--- config.mk ---
export PLATFORM = sky130hd
export DESIGN_NAME = spi_leader_engine
export DESIGN_NICKNAME = d
export VERILOG_FILES = /design/src/rtl/spi_leader_engine.sv
export SDC_FILE = /design/constraint.sdc
export NUM_CORES = 1
export LEC_CHECK = 0
export BUFFER_PORTS_ARGS = -buffer_cell sky130_fd_sc_hd__buf_2
export CAP_MARGIN = 20
export CORE_AREA = 2 2 127 105
export DETAILED_ROUTE_END_ITERATION = 16
export DIE_AREA = 0 0 129 107
export PLACE_DENSITY = 0.74
export SETUP_SLACK_MARGIN = 0.15
export SLEW_MARGIN = 20
export SYNTH_ARGS = -nofsm -noshare
export SYNTH_HDL_FRONTEND = slang
export SYNTH_SLANG_ARGS = --single-unit
export TNS_END_PERCENT = 20
--- constraint.sdc ---
create_clock -name clk -period 4.4 [get_ports clk]
set_clock_uncertainty 0.05 [all_clocks]
set_input_delay 0.88 -clock clk [delete_from_list [all_inputs] [get_ports clk]]
set_output_delay 0.88 -clock clk [all_outputs]
set_load 0.02 [all_outputs]
--- src/rtl/spi_leader_engine.sv ---
`default_nettype none
// +--------------------------------------------------------------------------+
// | Module   : spi_leader_engine                                             |
// | Desc     : SPI leader with runtime length, CPOL/CPHA, bit order, divider |
// |            and NUM_CS active-low selects; valid/ready command, abort.    |
// | Revision : 1.0 - initial release                                        |
// +--------------------------------------------------------------------------+

module spi_leader_engine #(
  parameter int DATA_W = 32,
  parameter int NUM_CS = 4,
  parameter int DIV_W  = 8
) (
  input  logic                      clk,
  input  logic                      rst,
  input  logic                      start_valid,
  output logic                      start_ready,
  input  logic [DATA_W-1:0]         tx_data,
  input  logic [$clog2(DATA_W)-1:0] len,
  input  logic [7:0]                cs_sel,
  input  logic                      cpol,
  input  logic                      cpha,
  input  logic                      lsb_first,
  input  logic [DIV_W-1:0]          div,
  input  logic                      abort,
  output logic [DATA_W-1:0]         rx_data,
  output logic                      rx_valid,
  output logic                      cmd_err,
  output logic                      aborted,
  output logic                      busy,
  output logic                      sclk,
  output logic                      mosi,
  input  logic                      miso,
  output logic [NUM_CS-1:0]         cs_n
);

  localparam int LEN_W = $clog2(DATA_W);

  localparam logic [2:0] c_st_idle  = 3'd0;
  localparam logic [2:0] c_st_setup = 3'd1;
  localparam logic [2:0] c_st_shift = 3'd2;
  localparam logic [2:0] c_st_hold  = 3'd3;
  localparam logic [2:0] c_st_done  = 3'd4;

  localparam logic [8:0] c_num_cs = 9'(NUM_CS);

  logic [2:0]        r_state;
  logic [2:0]        w_state_nxt;
  logic [DIV_W-1:0]  r_cnt;
  logic [DIV_W-1:0]  r_div;
  logic [LEN_W:0]    r_edges;
  logic [LEN_W-1:0]  r_len;
  logic [LEN_W-1:0]  r_idx;
  logic              r_cpol;
  logic              r_cpha;
  logic              r_lsb;
  logic [DATA_W-1:0] r_tx;
  logic [DATA_W-1:0] r_rx;
  logic [DATA_W-1:0] r_rx_data;
  logic              r_sclk;
  logic              r_mosi;
  logic              r_rx_valid;
  logic              r_cmd_err;
  logic              r_aborted;
  logic [NUM_CS-1:0] r_cs_n;
  logic [NUM_CS-1:0] w_cs_dec;

  logic              w_cs_ok;
  logic              w_tick;
  logic              w_last_edge;
  logic              w_leading;
  logic [LEN_W-1:0]  w_first_idx;
  logic [LEN_W-1:0]  w_idx_nxt;
  logic              w_start;
  logic              w_reject;
  logic              w_edge;
  logic              w_advance;
  logic              w_capture;
  logic              w_abort_now;
  logic              w_finish;

  assign w_cs_ok     = ({1'b0, cs_sel} < c_num_cs);
  assign w_tick      = (r_cnt == r_div);
  // r_edges counts edges already issued; the next one is the last when 2N-1 are done
  assign w_last_edge = (r_edges == {r_len, 1'b1});
  assign w_leading   = ~r_edges[0];
  assign w_first_idx = lsb_first ? '0 : len;
  assign w_idx_nxt   = r_lsb ? (r_idx + 1'b1) : (r_idx - 1'b1);

  for (genvar i = 0; i < NUM_CS; i++) begin : g_cs_dec
    localparam logic [7:0] c_idx = 8'(i);
    assign w_cs_dec[i] = (cs_sel == c_idx);
  end

  always_ff @(posedge clk) begin
    if (rst) begin
      r_state <= c_st_idle;
    end else begin
      r_state <= w_state_nxt;
    end
  end

  always_comb begin
    w_state_nxt = r_state;
    case (r_state)
      c_st_idle: begin
        if (start_valid && w_cs_ok) w_state_nxt = c_st_setup;
      end
      c_st_setup, c_st_shift: begin
        if (abort)       w_state_nxt = c_st_idle;
        else if (w_tick) w_state_nxt = w_last_edge ? c_st_hold : c_st_shift;
      end
      c_st_hold: begin
        if (abort)       w_state_nxt = c_st_idle;
        else if (w_tick) w_state_nxt = c_st_done;
      end
      c_st_done: begin
        if (w_tick) w_state_nxt = c_st_idle;
      end
      default: w_state_nxt = c_st_idle;
    endcase
  end

  always_comb begin
    start_ready = 1'b0;
    busy        = 1'b1;
    w_start     = 1'b0;
    w_reject    = 1'b0;
    w_edge      = 1'b0;
    w_advance   = 1'b0;
    w_capture   = 1'b0;
    w_abort_now = 1'b0;
    w_finish    = 1'b0;
    case (r_state)
      c_st_idle: begin
        start_ready = 1'b1;
        busy        = 1'b0;
        w_start     = start_valid & w_cs_ok;
        w_reject    = start_valid & ~w_cs_ok;
      end
      c_st_setup, c_st_shift: begin
        w_abort_now = abort;
        w_edge      = w_tick & ~abort;
        // CPHA=1 shifts on leading edges after the first; CPHA=0 on trailing edges before the last
        w_advance   = w_edge & (r_cpha ? (w_leading & (r_edges != '0))
                                       : (~w_leading & ~w_last_edge));
        w_capture   = w_edge & (r_cpha ? ~w_leading : w_leading);
      end
      c_st_hold: begin
        w_abort_now = abort;
        w_finish    = w_tick & ~abort;
      end
      default: ;
    endcase
  end

  always_ff @(posedge clk) begin
    if (rst) begin
      r_cnt      <= '0;
      r_div      <= '0;
      r_edges    <= '0;
      r_len      <= '0;
      r_idx      <= '0;
      r_cpol     <= 1'b0;
      r_cpha     <= 1'b0;
      r_lsb      <= 1'b0;
      r_tx       <= '0;
      r_rx       <= '0;
      r_rx_data  <= '0;
      r_sclk     <= 1'b0;
      r_mosi     <= 1'b0;
      r_rx_valid <= 1'b0;
      r_cmd_err  <= 1'b0;
      r_aborted  <= 1'b0;
      r_cs_n     <= '1;
    end else begin
      r_rx_valid <= 1'b0;
      r_cmd_err  <= w_reject;
      r_aborted  <= w_abort_now;
      r_cnt      <= w_tick ? '0 : (r_cnt + 1'b1);
      if (w_start) begin
        r_cnt   <= '0;
        r_div   <= div;
        r_edges <= '0;
        r_len   <= len;
        r_idx   <= w_first_idx;
        r_cpol  <= cpol;
        r_cpha  <= cpha;
        r_lsb   <= lsb_first;
        r_tx    <= tx_data;
        r_rx    <= '0;
        r_sclk  <= cpol;
        r_mosi  <= tx_data[w_first_idx];
        r_cs_n  <= ~w_cs_dec;
      end
      if (w_edge) begin
        r_sclk  <= ~r_sclk;
        r_edges <= r_edges + 1'b1;
      end
      // miso is sampled on the same clk edge that flips sclk
      if (w_capture) r_rx[r_idx] <= miso;
      if (w_advance) begin
        r_idx  <= w_idx_nxt;
        r_mosi <= r_tx[w_idx_nxt];
      end
      if (w_finish) begin
        r_cs_n     <= '1;
        r_rx_data  <= r_rx;
        r_rx_valid <= 1'b1;
      end
      if (w_abort_now) begin
        r_cs_n <= '1;
        r_sclk <= r_cpol;
      end
    end
  end

  assign rx_data  = r_rx_data;
  assign rx_valid = r_rx_valid;
  assign cmd_err  = r_cmd_err;
  assign aborted  = r_aborted;
  assign sclk     = r_sclk;
  assign mosi     = r_mosi;
  assign cs_n     = r_cs_n;

endmodule

`default_nettype wire

; Word level (Yosys, flattened, before mapping)
; Index checks and enable logic that the tools add are counted.
[word_totals]
in_bits = 61
word_cells = 108
reg_bits = 143
[op_classes]
n_bitwise = 14
n_mux = 40
magnitude_cmp = 5
add_sub_neg = 4
n_eq_ne = 13
n_reduce_logical = 14
[op_table]
columns = operator, count
row1 = 32-bit two-way mux, 3
row2 = 32-bit bitwise mux, 1
row3 = 1-bit two-way mux, 20
row4 = 5-bit two-way mux, 4
row5 = 5-bit by 6-bit < comparator with 1-bit output (second input constant), 3
row6 = 3-bit two-way mux, 6
row7 = 8-bit by 2-bit == test with 1-bit output (second input constant), 2
row8 = 6-bit two-way mux, 2
row9 = 3-bit case mux with 4 select lines, 1
row10 = 1-bit binary-select mux with 5-bit select, 2
row11 = 3-bit OR reduction, 3
row12 = 8-bit by 1-bit adder with 8-bit output (second input constant), 1
row13 = 8-bit by 1-bit == test with 1-bit output (second input constant), 1
row14 = 8-bit == test, 1
row15 = 8-bit logical NOT, 1
row16 = 8-bit by 3-bit < comparator with 1-bit output (second input constant), 1
row17 = 1-bit AND, 7
row18 = 6-bit by 1-bit adder with 6-bit output (second input constant), 1
row19 = 3-bit by 2-bit == test with 1-bit output (second input constant), 2
row20 = 6-bit == test, 1
row21 = 3-bit inequality test (second input constant), 2
row22 = 1-bit NOT, 6
row23 = 6-bit nonzero test, 1
row24 = 5-bit by 1-bit adder with 5-bit output (second input constant), 1
row25 = other kinds (13), 17

; Depth between registers and ports, before layout
; Gate-level depths: netlist of the first run.
[logic_depth]
word_depth = 7
mapped_depth = 10
ltp_nobuf = 9

; Least setup slack after synthesis of the first run
; OpenSTA, ideal clock, no wires.
[synth_path]
path_kind = reg-to-reg
from = reg r_idx[0]
to = reg r_mosi (netlist: mosi)
slack_ps = 1479
period_less_slack_ps = 2921
setup_ps = 133
path_buffers = 1
arrival_time_ps = 2739
stages_incl_launch_ff = 11
cell_sequence = dfxtp_1 inv_1 buf_2 fa_1 xor2_4 mux4_2 mux2_2 mux2_2 nor2_1 a211o_1 a31oi_1
[synth_between]
elab_chain_cells = 5
elab_cells_between_ends = 6
cone_classes = add/sub: 2 / mux: 4
[synth_lines]
columns = element, line
row1 = start: declaration, 53  ; logic [LEN_W-1:0] r_idx;
row2 = start signal: assignment, 186  ; r_idx <= w_first_idx;
row3 = start signal: assignment, 203  ; r_idx <= w_idx_nxt;
row4 = 5-bit by 1-bit subtractor with 5-bit output or 5-bit by 1-bit adder with 5-bit output (tied branches), 88  ; assign w_idx_nxt = r_lsb ? (r_idx + 1'b1) : (r_idx - 1'b1);
row5 = 5-bit two-way mux (*), 88
row6 = 1-bit binary-select mux with 5-bit select (*), 204  ; r_mosi <= r_tx[w_idx_nxt];
row7 = 1-bit two-way mux (implied by the code) (*), 204
row8 = 1-bit two-way mux (*), 202  ; if (w_advance) begin
row9 = end signal: assignment, 193  ; r_mosi <= tx_data[w_first_idx];
row10 = end signal: assignment, 204
row11 = end: declaration, 61  ; logic r_mosi;
; Mark *: on every way between the ends. The rest lies on a longest branch, timed or not. The select of a mux whose other input is x is not followed.
; A chain may end at the register's enable or synchronous reset.

; Worst setup path after layout of the first run
; Ends and elaborated chain as after synthesis.

==> results of run 1 <==
==> cell usage in the layout, fill, tap and decap left out, drive strengths merged, types with 4 or more instances in the layout <==
master    Yosys  final
a211oi       21     21
a21o         10     10
a21oi        83     83
a22o         32     32
a22oi        16     16
a31oi        10     10
and3          8      8
buf          12    110
bufinv        0      4
clkbuf       38     20
clkinvlp      0      4
dfxtp       143    143
ha            6      6
inv          12     12
mux2         12     12
mux2i         7      7
mux4          8      8
nand2       127    127
nand2b        4      4
nand3        24     24
nand3b        5      5
nor2         35     35
nor2b         4      4
nor3         11     11
nor4          6      6
o21ai         9      9
o22ai         5      5
xnor2        14     14
xor2         10     10
==> critical path, cell delays in order, from the launching register on <==
cell and delay [ns]:
dfxtp_1 0.46, inv_1 0.28, fa_1 0.64, inv_2 0.21, mux4_1 0.56, mux2_1 0.30
mux2_2 0.26, nor2_1 0.09, a211o_1 0.10, a31oi_1 0.07
==> flip-flops by register name, summed over array words and instances (netlist names) <==
name / cells
aborted: 1
cmd_err: 1
cs_n: 4
mosi: 1
r_cnt: 8
r_cpha: 1
r_cpol: 1
r_div: 8
r_edges: 6
r_idx: 5
r_len: 5
r_lsb: 1
r_rx: 32
r_state: 3
r_tx: 32
rx_data: 32
rx_valid: 1
sclk: 1
==> per-stage QoR <==
stage,setup WS (ns),utilization,cell area (um2),hold slack (ns),cells
2_1_floorplan,1.48,-,6380,0.382,711
3_3_place_gp,1.34,0.556,6970,0.388,946
3_5_place_dp,1.25,0.556,6970,0.395,946
4_1_cts,1.24,0.604,7580,0.408,976
5_1_grt,1.05,0.605,7590,0.426,976
6_report,1.22,0.605,7590,0.406,976
==> layer usage <==
metal	up-vias	GRT usage
li1	2716	-
met1	2627	0.311
met2	218	0.367
met3	35	0.0569
met4	0	0.101
met5	-	0
==> where the power goes <==
| part | internal (mW) | switching, mW |
|---|---|---|
| clock | 0.955 | 0.534 |
| combinational | 0.0439 | 0.0737 |
| sequential | 1.30 | 0.00259 |
| total | 2.30 | 0.611 |
==> how the worst max path moves through the flow <==
| stage | slack (ns) | cells past startpoint | endpoint | from |
|---|---|---|---|---|
| global route | 1.05 | 9 | mosi | r_idx[0] |
| floorplan | 1.48 | 10 | mosi | r_idx[0] |
| detailed placement | 1.25 | 9 | mosi | r_idx[0] |
| CTS | 1.24 | 9 | mosi | r_idx[0] |
| finish | 1.22 | 9 | mosi | r_idx[0] |
| global placement | 1.34 | 9 | mosi | r_idx[0] |
==> layout make-up <==
| type | instances | area share |
|---|---|---|
| multi-input combinational | 506 | 0.433 |
| sequential | 143 | 0.377 |
| timing repair buffer | 110 | 0.0748 |
| clock buffer | 20 | 0.0588 |
| tap | 175 | 0.0288 |
| clock inverter | 10 | 0.0216 |
| inverter | 12 | 0.00593 |
==> logic make-up after synthesis <==
logic type               count (synthesis)
multiplexers                            27
AO/OA/AOI/OAI                          207
flip-flops                             143
XOR/XNOR                                24
buffers and inverters                   62
adder cells (fa/ha/maj)                  7
AND/OR/NAND/NOR                        241
==> impl_results.md, run 1 <==
* Cell count of the worst reg-to-reg path at 9
* Core Box Area at about 13000 um2
* Synth Area in Simple Gates at 0.180
* Routed wl met3 at around 1100 um
* H-tree levels at 4
* Worst Path Required at 4.63 ns
* Ys async rst share at 0
* Final setup viols at 0
* Hold endpoint: r_tx[2]
* R2R setup slack at 1.22 ns
* CTS clk-pin slew, worst paths at 0.06 ns
* Initial antenna violation count at 0
* Peak Freq at 0.315 GHz
* Reg-to-Reg End: mosi
* Root buffer cell: clkbuf_16
* Critical Path Fanout Max at 11
* Cell accounting for the most synthesized area: dfxtp_1
* Synth area leaders: dfxtp_1 45%, nand2_1 7.5%, a21oi_1 6.5%, a22o_1 4.4%, mux4_1 2.9%
* Post-synthesis mux area share at 0.0645
* Main flop type after synthesis: dfxtp_1
* Total die area at 13800 um2
* Wire length on met2 at roughly 7000 um
* Diodes inserted at 0
* Final count of pins violating max slew at 0
* Fill cells at 1075
* Post-synth net total at 779
* DRC at 0
* Largest net degree at the start of global routing at between 60 and 70
* Number of global-route vias before repair at roughly 5300
* Number of synthesized flops with an enable pin at 0
* Distinct cells, synth at 62
* Reg area at around 2900 um2
* Synth Area in XOR/XNOR at 0.0359
* Hold Crit Class: reg2reg
* Highest Signal Layer: met4
* Synthesized flop and latch total at 143
* Initial core utilization at 0.509
* PortBufs at between 100 and 150
* Placer congestion estimate at between 0.9 and 1
* Syn Area/Cell at roughly 9 um2
* Final net count at 858
* Tot GR Track Use at 0.235
* Status: complete, no violations
* Leak at between 2 and 3 nW
* # IOs at 104
* R2R Path Start: r_idx[0]
* Fin Setup TNS at 0 ns
* Worst setup EP type: flip-flop
* Synth Area in Compound Gates at 0.216
* Critical Path AT at 3.41 ns
* Worst slew pin tran at roughly 0.95 ns
* Most frequent cell after synthesis: dfxtp_1
* Pre-antenna DRT Iters at 5
* Via count at approximately 5600
* Hold path depth at 2
* Metal-1 WL at 7140 um
* Cells resized by post-CTS repair at 0
* Synth Warn # at 0
* P&R area growth vs syn at 19.0%
* Total grt overflow at 0
* Synth Instances at approximately 710
* Max IR drop VDD at approximately 0.26 mV
* RSZ-0062 raised after global routing: no
* Horiz. Die Dim at ~130 um
* Tmin final at 3.18 ns
* Adder-Cell Fraction of Synth Area at 0.0149
* Aggregate routed wire length at around 16000 um
* Number of setup buffers added after CTS at 0
* Clock Tree Buf Depth at 2
* Max_cap viols at 0
* Skew-Pair Late Insertion Delay at roughly 0.43 ns
* Final Cycle Share at 0.722
* Largest family of logic cells by synthesized area: compound AO/OA/AOI/OAI gates
* Global-route wire length before repair at about 26000 um
* Post-synthesis sequential area ratio at 0.449
* Hold Startpoint: r_tx[2]
* Starting DRT DRC Count at between 400 and 500
* Vias/cell at between 5 and 6
* Crit Path Class: reg2reg
* Startpoint Class: flip-flop
* Relative slew slack at 0.363
* Num CTS Buffers at 17
* Area occupied by multi-input gates at approximately 3300 um2
* Wire per inst at about 16 um
* Die Y at 107 um
* Pwr/cell area at between 300 and 400 nW/um2
* Post-synth top cells: 143 x dfxtp_1, 127 x nand2_1, 83 x a21oi_1
* Post-CTS Hold Buffers at 0
* Hpwl dp at around 11000 um
* Post-route ant nets at 0
* Layout cells sized above 1 at 0.211
* TritonCTS clock tree: done
* Num Clock Sinks at roughly 140
* Power Total at 2.91 mW
* Rows at 37
* Cell area after synthesis at 6380 um2
* Yosys top cell area share at 0.449
* Final hold violation count at 0
Note: power is estimated with default switching activity, not from simulation.
==> inputs of run 2 (changes only) <==
--- a/config.mk
+++ b/config.mk
@@ -7,10 +7,10 @@
 export LEC_CHECK = 0
 export BUFFER_PORTS_ARGS = -buffer_cell sky130_fd_sc_hd__buf_2
 export CAP_MARGIN = 20
-export CORE_AREA = 2 2 127 105
+export CORE_AREA = 2 2 129 106
 export DETAILED_ROUTE_END_ITERATION = 16
-export DIE_AREA = 0 0 129 107
-export PLACE_DENSITY = 0.74
+export DIE_AREA = 0 0 131 108
+export PLACE_DENSITY = 0.75
 export SETUP_SLACK_MARGIN = 0.15
 export SLEW_MARGIN = 20
 export SYNTH_ARGS = -nofsm -noshare
==> constraint.sdc (replaced) <==
create_clock -name clk -period 2.9 [get_ports clk]
set_clock_uncertainty 0.05 [all_clocks]
set_input_delay 0.58 -clock clk [delete_from_list [all_inputs] [get_ports clk]]
set_output_delay 0.58 -clock clk [all_outputs]
set_load 0.02 [all_outputs]
==> impl_results.md, run 2 (synthesis gave the netlist of run 1 again) <==
* Placer congestion estimate at 0.893 (was 0.908)
* DRC at 0 (unchanged)
* Fill cells at 1100 (was 1075)
* Leak at 2.99 nW (was 2.89 nW)
* Largest net degree at the start of global routing at 53 (was 62)
* Worst slew pin tran at 0.836 ns (was 0.948 ns)
* Rows at 37 (unchanged)
* Hold Slack at 0.344 ns (was 0.406 ns)
* Root buffer cell: clkbuf_16 (unchanged)
* Num Clock Sinks at 143 (unchanged)
* Critical Path Fanout Max at 5 (was 11)
* Max IR drop VDD at 0.468 mV (was 0.265 mV)
* Total die area at 14100 um2 (was 13800 um2)
* Internal power at 3.33 mW (was 2.30 mW)
* Commonest cells after routing, fill and taps aside: 140 x dfxtp_1, 127 x nand2_1, 103 x buf_2, 83 x a21oi_1, 34 x nor2_1 (was 143 x dfxtp_1, 127 x nand2_1, 103 x buf_2, 83 x a21oi_1, 34 x nor2_1)
* TritonCTS clock tree: done (unchanged)
* Die Y at 108 um (was 107 um)
* Comb pwr share at 0.043 (was 0.040)
* Number of global-route vias before repair at 5517 (was 5282)
* Global-route wire length before repair at 27300 um (was 25600 um)
* Final hold violation count at 0 (unchanged)
* P&R area growth vs syn at 22.1% (was 19.0%)
* Layout cells sized above 1 at 0.239 (was 0.211)
* Tmin final at 2.60 ns (was 3.18 ns)
* Initial core utilization at 0.501 (was 0.509)
* Post-CTS Hold Buffers at 0 (unchanged)
* Startpoint Class: flip-flop (unchanged)
* Wire per inst at 16.7 um (was 15.9 um)
* PortBufs at 103 (unchanged)
* Critical Path Sink: mosi (unchanged)
* Final count of pins violating max slew at 0 (unchanged)
* Tot GR Track Use at 0.248 (was 0.235)
* Num CTS Buffers at 17 (unchanged)
* Total grt overflow at 0 (unchanged)
* Hold Crit Class: in2reg (was reg2reg)
* Final WS setup at 0.295 ns (was 1.22 ns)
* Area occupied by multi-input gates at 3300 um2 (was 3290 um2)
* Crit Path Class: reg2reg (unchanged)
* Sw power at 0.978 mW (was 0.611 mW)
* Critical Path AT at 2.84 ns (was 3.41 ns)
* Core Box Area at 12700 um2 (was 12500 um2)
* Pre-CTS setup slack at 0.0808 ns (was 1.25 ns)
* Pre-antenna DRT Iters at 5 (unchanged)
* CTS clk-pin slew, worst paths at 0.06 ns (about the same)
* Max_cap viols at 0 (unchanged)
* R2R Path Start: r_idx[1] (was r_idx[0])
* Post-route ant nets at 0 (unchanged)
* Final Cycle Share at 0.898 (was 0.722)
* Skew-Pair Late Insertion Delay at 0.43 ns (about the same)
* Clock Tree Buf Depth at 2 (unchanged)
* Reg-to-Reg End: mosi (unchanged)
* Worst setup path startpoint: r_idx[1] (was r_idx[0])
* Worst setup EP type: flip-flop (unchanged)
* Reg area at 2870 um2 (was 2860 um2)
* Power Total at 4.31 mW (was 2.91 mW)
* Worst Path Required at 3.14 ns (was 4.63 ns)
* Fin cells at 1000 (was 976)
* Initial antenna violation count at 1 (was 0)
* Fin Setup TNS at 0 ns (unchanged)
* Horiz. Die Dim at 131 um (was 129 um)
* Aggregate routed wire length at 16700 um (was 15600 um)
* Final net count at 879 (was 858)
* Via count at 5750 (was 5596)
* Cell count of the worst reg-to-reg path at 9 (unchanged)
* Status: complete, no violations (unchanged)
* Clock share of power at 0.499 (was 0.512)
* Starting DRT DRC Count at 405 (was 490)
* # IOs at 104 (unchanged)
* Most common cell after layout, fill and taps aside: dfxtp_1 (unchanged)
* Final setup viols at 0 (unchanged)
* Vias/cell at 5.75 (was 5.73)
* Placed cells at 961 (was 946)
* H-tree levels at 4 (unchanged)
* Sequential power share at 0.458 (was 0.447)
* R2R setup slack at 0.30 ns (was 1.22 ns)
* Relative slew slack at 0.442 (was 0.363)
* RSZ-0062 raised after global routing: no (unchanged)
* Switching part of the total power at 0.227 (was 0.210)
* Hold path depth at 3 (was 2)
* Pwr/cell area at 553 nW/um2 (was 383 nW/um2)
* Peak Freq at 0.384 GHz (was 0.315 GHz)
* Hpwl dp at 11500 um (was 10900 um)
## run 2: worst min-delay path by stage
stage                     to        start  slack [ns]
detailed placement      sclk       r_cpol        0.39
global route        r_div[7]       div[7]        0.34
CTS                 r_div[0]       div[0]        0.33
finish               cmd_err  start_valid        0.34
global placement        sclk       r_cpol        0.39
floorplan           r_tx[14]     r_tx[14]        0.38
## run 2: worst max-delay path, stage by stage (launching register included)
cell and delay, ns:
dfxtp_4 0.35, inv_1 0.08, fa_2 0.49, clkinv_4 0.10, mux4_1 0.54, mux2_1 0.30, mux2_2 0.27, nor2_1 0.09
a211o_1 0.11, a31oi_1 0.09
## run 2: cell type report
cell class	count	area share
Sequential cell	143	0.369
Timing Repair Buffer	131	0.0980
Multi-Input combinational cell	506	0.424
Tap cell	175	0.0281
Clock buffer	20	0.0573
Inverter	12	0.00642
Antenna cell	1	0.000321
Clock inverter	12	0.0177
## run 2: power groups by stage
stage               clock (mW)  combinational [mW]  sequential [mW]
floorplan                    0              0.0936             2.02
global placement             0               0.175             2.02
detailed placement           0               0.180             2.02
CTS                       2.17               0.181             1.97
global route              2.27               0.201             1.97
finish                    2.15               0.187             1.97
## run 2: metrics by stage
stage | cell area, um2 | utilization
finish | 7790 | 0.612
CTS | 7720 | 0.606
floorplan | 6390 | -
global placement | 7130 | 0.560
global route | 7790 | 0.612
detailed placement | 7130 | 0.560
## run 2: layer usage
metal,GRT usage,vias to the layer above,share of wire
met5,0,-,0
li1,-,2775,-
met1,0.323,2707,0.44
met4,0.116,0,0.021
met2,0.378,231,0.46
met3,0.0722,37,0.080
## run 2: what timing repair did
action / in CTS / in global routing
gates resized for setup: 2 / 4
pin swaps: 0 / 1
setup endpoints to repair: 1 / 1
buffers inserted: 0 / 6
